`config.mk`:
```
export PLATFORM = sky130hd
export DESIGN_NAME = obstacle_datapath
export DESIGN_NICKNAME = d
export VERILOG_FILES = /design/src/rtl/obstacle_datapath.sv
export SDC_FILE = /design/constraint.sdc
export NUM_CORES = 1
export LEC_CHECK = 0
export ABC_AREA = 1
export CAP_MARGIN = 20
export CORE_MARGIN = 2
export CORE_UTILIZATION = 60
export DETAILED_ROUTE_END_ITERATION = 8
export GPL_ROUTABILITY_DRIVEN = 0
export PLACE_DENSITY = 0.79
export SYNTH_ARGS = -nofsm -noshare
export SYNTH_HDL_FRONTEND = slang
export SYNTH_SLANG_ARGS = --single-unit
```
`constraint.sdc`:
```
create_clock -name clock -period 3.5 [get_ports clock]
set_clock_uncertainty 0.15 [all_clocks]
set_input_delay 0.7 -clock clock [delete_from_list [all_inputs] [get_ports clock]]
set_output_delay 0.7 -clock clock [all_outputs]
set_load 0.01 [all_outputs]
```
`src/rtl/obstacle_datapath.sv`:
```
// obstacle_datapath: player/obstacle state, hit test and the VGA
// pixel stream driven by the game controller's draw/writeEnable.
module obstacle_datapath #(
  parameter int FRAME_TICKS = 833333,
  parameter int START_X     = 0,
  parameter int START_Y     = 56,
  parameter int END_X       = 156,
  parameter int OB0_X       = 60,
  parameter int OB0_Y       = 40,
  parameter int OB1_X       = 110,
  parameter int OB1_Y       = 70
) (
  input  logic       clock,
  input  logic       resetn,
  input  logic       draw,
  input  logic       writeEnable,
  input  logic       move_up,
  input  logic       move_down,
  output logic [7:0] x,
  output logic [6:0] y,
  output logic [2:0] colour,
  output logic       plot,
  output logic       finish
);

  typedef enum logic [2:0] {
    S_INIT,
    S_DRAW,
    S_WAIT,
    S_CHECK,
    S_ERASE,
    S_DONE
  } state_t;

  localparam logic [7:0]  SX    = 8'(START_X);
  localparam logic [6:0]  SY    = 7'(START_Y);
  localparam logic [7:0]  ENDX  = 8'(END_X);
  localparam logic [7:0]  OB0X  = 8'(OB0_X);
  localparam logic [6:0]  OB0Y  = 7'(OB0_Y);
  localparam logic [7:0]  OB1X  = 8'(OB1_X);
  localparam logic [6:0]  OB1Y  = 7'(OB1_Y);
  localparam logic [31:0] TLAST = 32'(FRAME_TICKS - 1);

  state_t      state_q, state_d;
  logic [6:0]  cnt_q, cnt_d;
  logic [31:0] tick_q, tick_d;
  logic [7:0]  px_q, px_d, pnx_q, pnx_d;
  logic [6:0]  py_q, py_d, pny_q, pny_d;
  logic        fin_q, fin_d;
  logic [7:0]  x_q, x_d;
  logic [6:0]  y_q, y_d;
  logic [2:0]  col_q, col_d;
  logic        plot_q, plot_d;

  logic [7:0]  nx;
  logic [6:0]  ny;
  logic        blocked;
  logic        pix_on;
  logic [7:0]  pix_x;
  logic [6:0]  pix_y;
  logic [2:0]  pix_c;

  function automatic logic hit(
    input logic [7:0] ox,
    input logic [6:0] oy,
    input logic [7:0] hx,
    input logic [6:0] hy
  );
    logic [7:0] ey;
    logic [7:0] eo;
    ey = {1'b0, hy};
    eo = {1'b0, oy};
    return (hx + 8'd3 >= ox) && (hx <= ox + 8'd3) &&
           (ey + 8'd3 >= eo) && (ey <= eo + 8'd15);
  endfunction

  always_comb begin
    nx = px_q + 8'd1;
    ny = py_q;
    if (move_up && !move_down && py_q != 7'd0)
      ny = py_q - 7'd1;
    else if (move_down && !move_up && py_q < 7'd116)
      ny = py_q + 7'd1;
    blocked = hit(OB0X, OB0Y, nx, ny) ||
              hit(OB1X, OB1Y, nx, ny) ||
              (nx == ENDX);
  end

  always_comb begin
    state_d = state_q;
    cnt_d   = cnt_q;
    tick_d  = tick_q;
    px_d    = px_q;
    py_d    = py_q;
    pnx_d   = pnx_q;
    pny_d   = pny_q;
    fin_d   = fin_q;
    pix_on  = 1'b0;
    pix_x   = px_q + {6'd0, cnt_q[1:0]};
    pix_y   = py_q + {5'd0, cnt_q[3:2]};
    pix_c   = 3'b000;
    // draw=0 freezes everything, so the phase resumes where it stopped
    if (draw) begin
      unique case (state_q)
        S_INIT: begin
          pix_on = 1'b1;
          pix_c  = 3'b100;
          pix_x  = (cnt_q[6] ? OB1X : OB0X) + {6'd0, cnt_q[1:0]};
          pix_y  = (cnt_q[6] ? OB1Y : OB0Y) + {3'd0, cnt_q[5:2]};
          cnt_d  = cnt_q + 7'd1;
          if (cnt_q == 7'd127)
            state_d = S_DRAW;
        end
        S_DRAW: begin
          pix_on = 1'b1;
          pix_c  = 3'b111;
          cnt_d  = cnt_q + 7'd1;
          if (cnt_q == 7'd15) begin
            cnt_d   = 7'd0;
            state_d = S_WAIT;
          end
        end
        S_WAIT: begin
          tick_d = tick_q + 32'd1;
          if (tick_q == TLAST) begin
            tick_d  = 32'd0;
            state_d = S_CHECK;
          end
        end
        S_CHECK: begin
          if (blocked) begin
            fin_d   = 1'b1;
            state_d = S_DONE;
          end else begin
            pnx_d   = nx;
            pny_d   = ny;
            state_d = S_ERASE;
          end
        end
        S_ERASE: begin
          pix_on = 1'b1;
          cnt_d  = cnt_q + 7'd1;
          if (cnt_q == 7'd15) begin
            cnt_d   = 7'd0;
            px_d    = pnx_q;
            py_d    = pny_q;
            state_d = S_DRAW;
          end
        end
        S_DONE: begin
          state_d = S_DONE;
        end
        default: begin
          state_d = S_INIT;
        end
      endcase
    end
    x_d    = pix_on ? pix_x : x_q;
    y_d    = pix_on ? pix_y : y_q;
    col_d  = pix_on ? pix_c : col_q;
    plot_d = pix_on & writeEnable;
  end

  always_ff @(posedge clock) begin
    if (!resetn) begin
      state_q <= S_INIT;
      cnt_q   <= 7'd0;
      tick_q  <= 32'd0;
      px_q    <= SX;
      py_q    <= SY;
      pnx_q   <= SX;
      pny_q   <= SY;
      fin_q   <= 1'b0;
      x_q     <= 8'd0;
      y_q     <= 7'd0;
      col_q   <= 3'd0;
      plot_q  <= 1'b0;
    end else begin
      state_q <= state_d;
      cnt_q   <= cnt_d;
      tick_q  <= tick_d;
      px_q    <= px_d;
      py_q    <= py_d;
      pnx_q   <= pnx_d;
      pny_q   <= pny_d;
      fin_q   <= fin_d;
      x_q     <= x_d;
      y_q     <= y_d;
      col_q   <= col_d;
      plot_q  <= plot_d;
    end
  end

  assign x      = x_q;
  assign y      = y_q;
  assign colour = col_q;
  assign plot   = plot_q;
  assign finish = fin_q;

endmodule
```
==> results of run 1 <==
[Yosys cell counts (2+ instances only)]
| cell type | instances | area [um^2] |
|---|---|---|
| nand2_1 | 154 | 578 |
| inv_1 | 96 | 360 |
| dfxtp_1 | 91 | 1820 |
| nor2_1 | 84 | 315 |
| a21oi_1 | 74 | 370 |
| o21ai_0 | 57 | 285 |
| nand3_1 | 39 | 195 |
| ha_1 | 23 | 288 |
| o21ai_1 | 18 | 90.1 |
| nor3_1 | 17 | 85.1 |
| xor2_1 | 17 | 149 |
| clkbuf_1 | 15 | 56.3 |
| nand4_1 | 14 | 87.6 |
| nor4_1 | 10 | 62.6 |
| inv_2 | 8 | 30.0 |
| nand2_2 | 8 | 50.1 |
| nor2_2 | 7 | 43.8 |
| nor3b_1 | 7 | 52.6 |
| xnor2_1 | 7 | 61.3 |
| nand3_2 | 6 | 60.1 |
| buf_4 | 5 | 37.5 |
| o21a_1 | 4 | 30.0 |
| a31oi_1 | 3 | 18.8 |
| and3_1 | 3 | 18.8 |
| buf_6 | 3 | 33.8 |
| fa_1 | 3 | 60.1 |
| nand2_4 | 3 | 33.8 |
| o211ai_1 | 3 | 22.5 |
| a221oi_1 | 2 | 17.5 |
[power by group]
part           total [mW]  switching (mW)  internal (mW)
registers            1.06          0.0118           1.05
clock network       0.737           0.403          0.334
logic               0.180           0.106         0.0739
total                1.98           0.521           1.46
[logic make-up (layout without fill, tap and decap cells)]
family                     count (synthesis)  after routing
and+or+nand+nor                          357            357
AOI/OAI and AO/OA                        170            170
buffers and inverters                    130            175
DFF                                       91             91
adders and majority gates                 26             26
xor gates and xnor gates                  25             25
muxes                                      1              1
[routing by layer]
layer	part of all wire, %	vias to the layer above	track usage, %
met1	46	2462	38.1
met3	5.4	34	3.90
met2	46	191	47.0
met4	2.6	0	11.3
li1	-	2711	-
met5	0	-	0
[layout make-up]
class / instances / area, um^2
Clock buffer: 9 / 124
Clock inverter: 7 / 75.1
Fill cell: 745 / 2630
Inverter: 105 / 397
Multi-Input combinational cell: 579 / 3140
Sequential cell: 91 / 1820
Tap cell: 108 / 135
Timing Repair Buffer: 54 / 480
[path summary, 6_finish.rpt]
check / from / to / slack, ns
max: py_q[1]$_SDFFE_PN0P_ / state_q[0]$_SDFFE_PN0P_ / 0.32
min: pnx_q[2]$_SDFFE_PN0P_ / pnx_q[2]$_SDFFE_PN0P_ / 0.30
max reg2reg: py_q[1]$_SDFFE_PN0P_ / state_q[0]$_SDFFE_PN0P_ / 0.32
min reg2reg: pnx_q[2]$_SDFFE_PN0P_ / pnx_q[2]$_SDFFE_PN0P_ / 0.30
[sequential cells by signal, indices dropped and copies added (netlist names)]
signal,flops
tick_q,32
pnx_q,8
px_q,8
x,8
cnt_q,7
pny_q,7
py_q,7
y,7
state_q,3
colour,2
finish,1
plot,1
[critical path, cell delays in order (launching register included)]
cell	delay, ns
dfxtp_1	0.39
inv_1	0.11
ha_1	0.18
inv_1	0.09
nor2_4	0.13
nand2_2	0.08
nand2_4	0.08
buf_4	0.14
nand3_2	0.09
nand2_4	0.07
inv_2	0.03
ha_1	0.18
inv_1	0.08
nand3_2	0.09
nor2_1	0.09
nand2_1	0.07
nor2_1	0.15
o21ai_1	0.10
a21oi_1	0.15
nand2_1	0.10
nand2_1	0.11
nand2_1	0.07
buf_4	0.13
nand2_1	0.05
nand2_1	0.04
a21oi_1	0.11
==> flow_summary.yaml, run 1 <==
status:
  outcome: "finished, final reports clean"
clock_network:
  clock_latency_ns: 0.37
  ctsRootBufferMaster: "clkbuf_8"
  clock_sinks: 91
  clkTransAtPathRegs_ns: 0.10
  cts_buffer_depth: 2
  cts_buffers: 9
  post_cts_buffers: 0
  postCtsHoldBufs: 0
  tritoncts: "built"
  post_cts_resized: 0
  ctsHtreeMaxLevel: 3
yosys:
  async_flop_share_pct: 0
  syn_area_um2: 5510
  netlist-cell-type-count: 48
  synth_nets: 832
  synth_fa_ha_area_share_pct: 6.32
  seq_area_frac_synth_pct: 33.1
  muxShareOfSynthArea_pct: 0.182
  synth_edf_count: 0
  synth_xor_area_share_pct: 4.11
  yosysWarnings: 0
  syn_avg_cell_area_um2: 6.88
  synth_seq_cells: 91
  synth_compound_area_share_pct: 16.8
  synth_top_family_by_area: "simple AND/OR/NAND/NOR gates"
  synthCells: 800
  synthFlopType: "dfxtp_1"
  synth-simple-area-share_pct: 29.6
die:
  core_region_area_um2: 8810
  die_w_um: 99.8
  initial_utilization_pct: 62.5
  die_y_um: 99.8
  floorplan.rows: 34
  boundaryPins: 26
  die_area_um2: 9960
sta:
  min_period_ns: 3.18
  relSlewSlack_pct: 45.1
  setup_ws_ns: 0.319
  fmax_ghz: 0.314
  setup_tns_ns: 0
  finalHoldViolCount: 0
  setup_viol_count_final: 0
  maxSlewViolCount: 0
  min_period_over_period_pct: 90.9
  tightest_slew_ns: 0.822
  rsz0062_at_grt: "false"
  whs_ns: 0.296
power_and_ir_drop:
  p_total_mw: 1.98
  power_density_nw_per_um2: 320
  p_leak_nw: 2.57
  ir_drop_uv: 262
layout:
  final_common_cell: "nand2_1"
  fin_cells: 953
  layout_common_cells: "nand2_1, inv_1, dfxtp_1"
  drive_gt1_share_pct: 10.1
  finalCoreUtilization_pct: 70.1
  design_area_um2: 6170
  num_antenna_cells: 0
  nNetsFinal: 872
  area_growth_pct: 12.1
route:
  avgViaCountPerCell: 5.66
  ant_nets: 0
  dr.first_iter.drc_count: 400
  dr.pass1.iters: 5
  vias: 5398
  drt-total-wl_um: 13800
  routedWlPerCell_um: 14.4
  drt_drc_violations_left: 0
global_routing:
  grt_pass1_vias: 5085
  grt_pass1_wl_um: 23100
  antenna_found_initial: 0
  grt_max_degree: 31
  grtUsageTotal_pct: 28.5
  gr-total-overflow: 0
critical_path:
  crit_type: "flip-flop to flip-flop"
  arrival_ns: 3.33
  critPathMaxFanout: 6
  reg2reg_depth: 25
  worstSetupStartpointType: "flip-flop"
  critPathRequiredTime_ns: 3.65
  endpoint_kind: "flip-flop"
worst_hold_path:
  hold_class: "flip-flop to flip-flop"
  min_path_cells: 2
placement:
  hpwlAfterDp_um: 10400
  placed_cell_area_um2: 5970
  pre_cts_ws_ns: 0.000913
  port_buffers: 25
  placed_cells: 937
run:
  cap_viol_max_count: 0
(Power assumes the default switching activity.)
==> run 2: changes to the inputs <==
--- a/config.mk
+++ b/config.mk
@@ -9,6 +9,7 @@
 export CAP_MARGIN = 20
 export CORE_MARGIN = 2
 export CORE_UTILIZATION = 60
+export CTS_BUF_LIST = sky130_fd_sc_hd__clkbuf_8
 export DETAILED_ROUTE_END_ITERATION = 8
 export GPL_ROUTABILITY_DRIVEN = 0
 export PLACE_DENSITY = 0.79
==> results of run 2 <==
No change in the layout: final DEF, timing and power equal those of run 1.
==> run 3: changes to the inputs <==
--- a/config.mk
+++ b/config.mk
@@ -8,11 +8,12 @@
 export ABC_AREA = 1
 export CAP_MARGIN = 20
 export CORE_MARGIN = 2
-export CORE_UTILIZATION = 60
+export CORE_UTILIZATION = 28
 export CTS_BUF_LIST = sky130_fd_sc_hd__clkbuf_8
 export DETAILED_ROUTE_END_ITERATION = 8
 export GPL_ROUTABILITY_DRIVEN = 0
-export PLACE_DENSITY = 0.79
+export HOLD_SLACK_MARGIN = 0.02
+export PLACE_DENSITY_LB_ADDON = 0.15
 export SYNTH_ARGS = -nofsm -noshare
 export SYNTH_HDL_FRONTEND = slang
 export SYNTH_SLANG_ARGS = --single-unit
==> flow_summary.yaml, run 3 (synthesis results as in run 1) <==
status:
  outcome: "finished, final reports clean"
layout:
  area_growth_pct: 16.5
  finalCoreUtilization_pct: 33.1
  nNetsFinal: 877
  largest_reg_flops: 32
  fill_cells: 2188
  final_common_cell: "nand2_1"
  design_area_um2: 6410
  layout_common_cells: "nand2_1, inv_1, dfxtp_1"
  num_antenna_cells: 0
  drive_gt1_share_pct: 10.4
  regArea_um2: 1820
  multi_input_area_um2: 3140
  top_register: "tick_q"
global_routing:
  grt_pass1_vias: 4870
  grtUsageTotal_pct: 14.8
  antenna_found_initial: 0
  grt_max_degree: 48
  grt_pass1_wl_um: 24300
  gr-total-overflow: 0
placement:
  placed_cell_area_um2: 6220
  port_buffers: 25
  hpwlAfterDp_um: 11200
critical_path:
  rr_startpoint: "py_q[0]$_SDFFE_PN0P_"
  worstPathCellList: "clkdlybuf4s50_1, inv_1, nor2_1, nand2_4, inv_2, nand2_1, nand2_4, inv_2, ha_1, inv_1, nand3_2, nor2_1, nand2_1, nand2_1, nand2_1, nand2_1, nand2_1, a21oi_2, nand3_2, buf_12, a21oi_1, o21ai_1"
  critical-path-top-delay-family: "simple AND/OR/NAND/NOR gates"
  crit_slowest_cell: "clkdlybuf4s50_1"
  crit_top_cell: "nand2_1"
  cp_num_buf_inv: 6
  max_stage_delay_ns: 0.45
  startpoint: "move_up"
  endpoint_kind: "flip-flop"
  critPathMaxFanout: 14
  arrival_ns: 3.18
  critPathRequiredTime_ns: 3.62
  crit_type: "primary input to flip-flop"
  worstSetupStartpointType: "primary input"
route:
  ant_nets: 0
  dr.pass1.iters: 4
  routedWlPerCell_um: 13.1
  drt-total-wl_um: 14600
  dr.first_iter.drc_count: 179
  drt_drc_violations_left: 0
  vias: 5079
  avgViaCountPerCell: 4.56
clock_network:
  clock_latency_ns: 0.38
  tritoncts: "built"
  clkTransAtPathRegs_ns: 0.09
  post_cts_buffers: 0
  postCtsHoldBufs: 0
  clock_sinks: 91
  ctsHtreeMaxLevel: 3
  cts_buffer_depth: 2
  cts_buffers: 9
  ctsRootBufferMaster: "clkbuf_8"
  post_cts_resized: 0
sta:
  min_period_ns: 3.06
  whs_ns: 0.296
  rsz0062_at_grt: "false"
  min_period_over_period_pct: 87.5
  setup_tns_ns: 0
  finalHoldViolCount: 0
  tightest_slew_ns: 0.671
  setup_viol_count_final: 0
  maxSlewViolCount: 0
  fmax_ghz: 0.327
  relSlewSlack_pct: 54.9
die:
  die_area_um2: 20800
  core_region_area_um2: 19400
  floorplan.rows: 51
  boundaryPins: 26
  die_y_um: 144
  initial_utilization_pct: 28.4
  die_w_um: 144
worst_hold_path:
  hold_class: "flip-flop to flip-flop"
  min-delay-start: "pnx_q[5]$_SDFFE_PN0P_"
power_and_ir_drop:
  power_density_nw_per_um2: 307
  p_leak_nw: 2.62
  ir_drop_uv: 172
run:
  cap_viol_max_count: 0
[run 3: cell type report]
| type | count | area share, % |
|---|---|---|
| Clock buffer | 10 | 2.15 |
| Clock inverter | 5 | 0.858 |
| Inverter | 105 | 6.18 |
| Multi-Input combinational cell | 579 | 49.0 |
| Sequential cell | 91 | 28.4 |
| Tap cell | 265 | 5.17 |
| Timing Repair Buffer | 59 | 8.27 |
[run 3: worst register-to-register path, stage by stage, from the launching register on]
cell and delay, ns:
dfxtp_1 0.32, inv_1 0.21, ha_1 0.23, inv_1 0.08, nor2_4 0.13, nand2_2 0.09, nand2_4 0.11, nand2_2 0.06
nand2_1 0.07, nand2_2 0.08, ha_1 0.18, inv_1 0.08, nand3_2 0.09, nor2_1 0.09, nand2_1 0.07, nand2_1 0.09
nand2_1 0.05, nand2_1 0.06, nand2_1 0.06, a21oi_2 0.15, nand3_2 0.14, buf_12 0.18, a21oi_1 0.11, o21ai_1 0.08
[run 3: report_power, final]
part           switching (mW)  internal, mW
clock network           0.393         0.344
logic                   0.105        0.0722
registers              0.0100          1.05
[run 3: through the flow]
| stage | setup slack (ns) | power [mW] | instances |
|---|---|---|---|
| after floorplan | 0.634 | 1.19 | 800 |
| after global placement | 0.0401 | 1.26 | 1099 |
| after detailed placement | 0.0278 | 1.26 | 1099 |
| after CTS | 0.406 | 2.01 | 1114 |
| after global routing | 0.0192 | 2.06 | 1114 |
| final | 0.438 | 1.97 | 1114 |
[run 3: layer usage]
layer  up-vias  GRT usage, %  share of wire [%]
met1      2295          19.5                 49
met5         -             0                  0
met2        57          24.7                 46
met4         0          3.27                1.2
met3        14          3.21                3.0
li1       2713             -                  -
[run 3: final timing paths]
check        slack, ns  cells past startpoint                    end
min reg2reg       0.30                      2  pnx_q[5]$_SDFFE_PN0P_
min               0.30                      2  pnx_q[5]$_SDFFE_PN0P_
max reg2reg       0.44                     23  pny_q[5]$_SDFFE_PN1P_
max               0.44                     22  pny_q[5]$_SDFFE_PN1P_
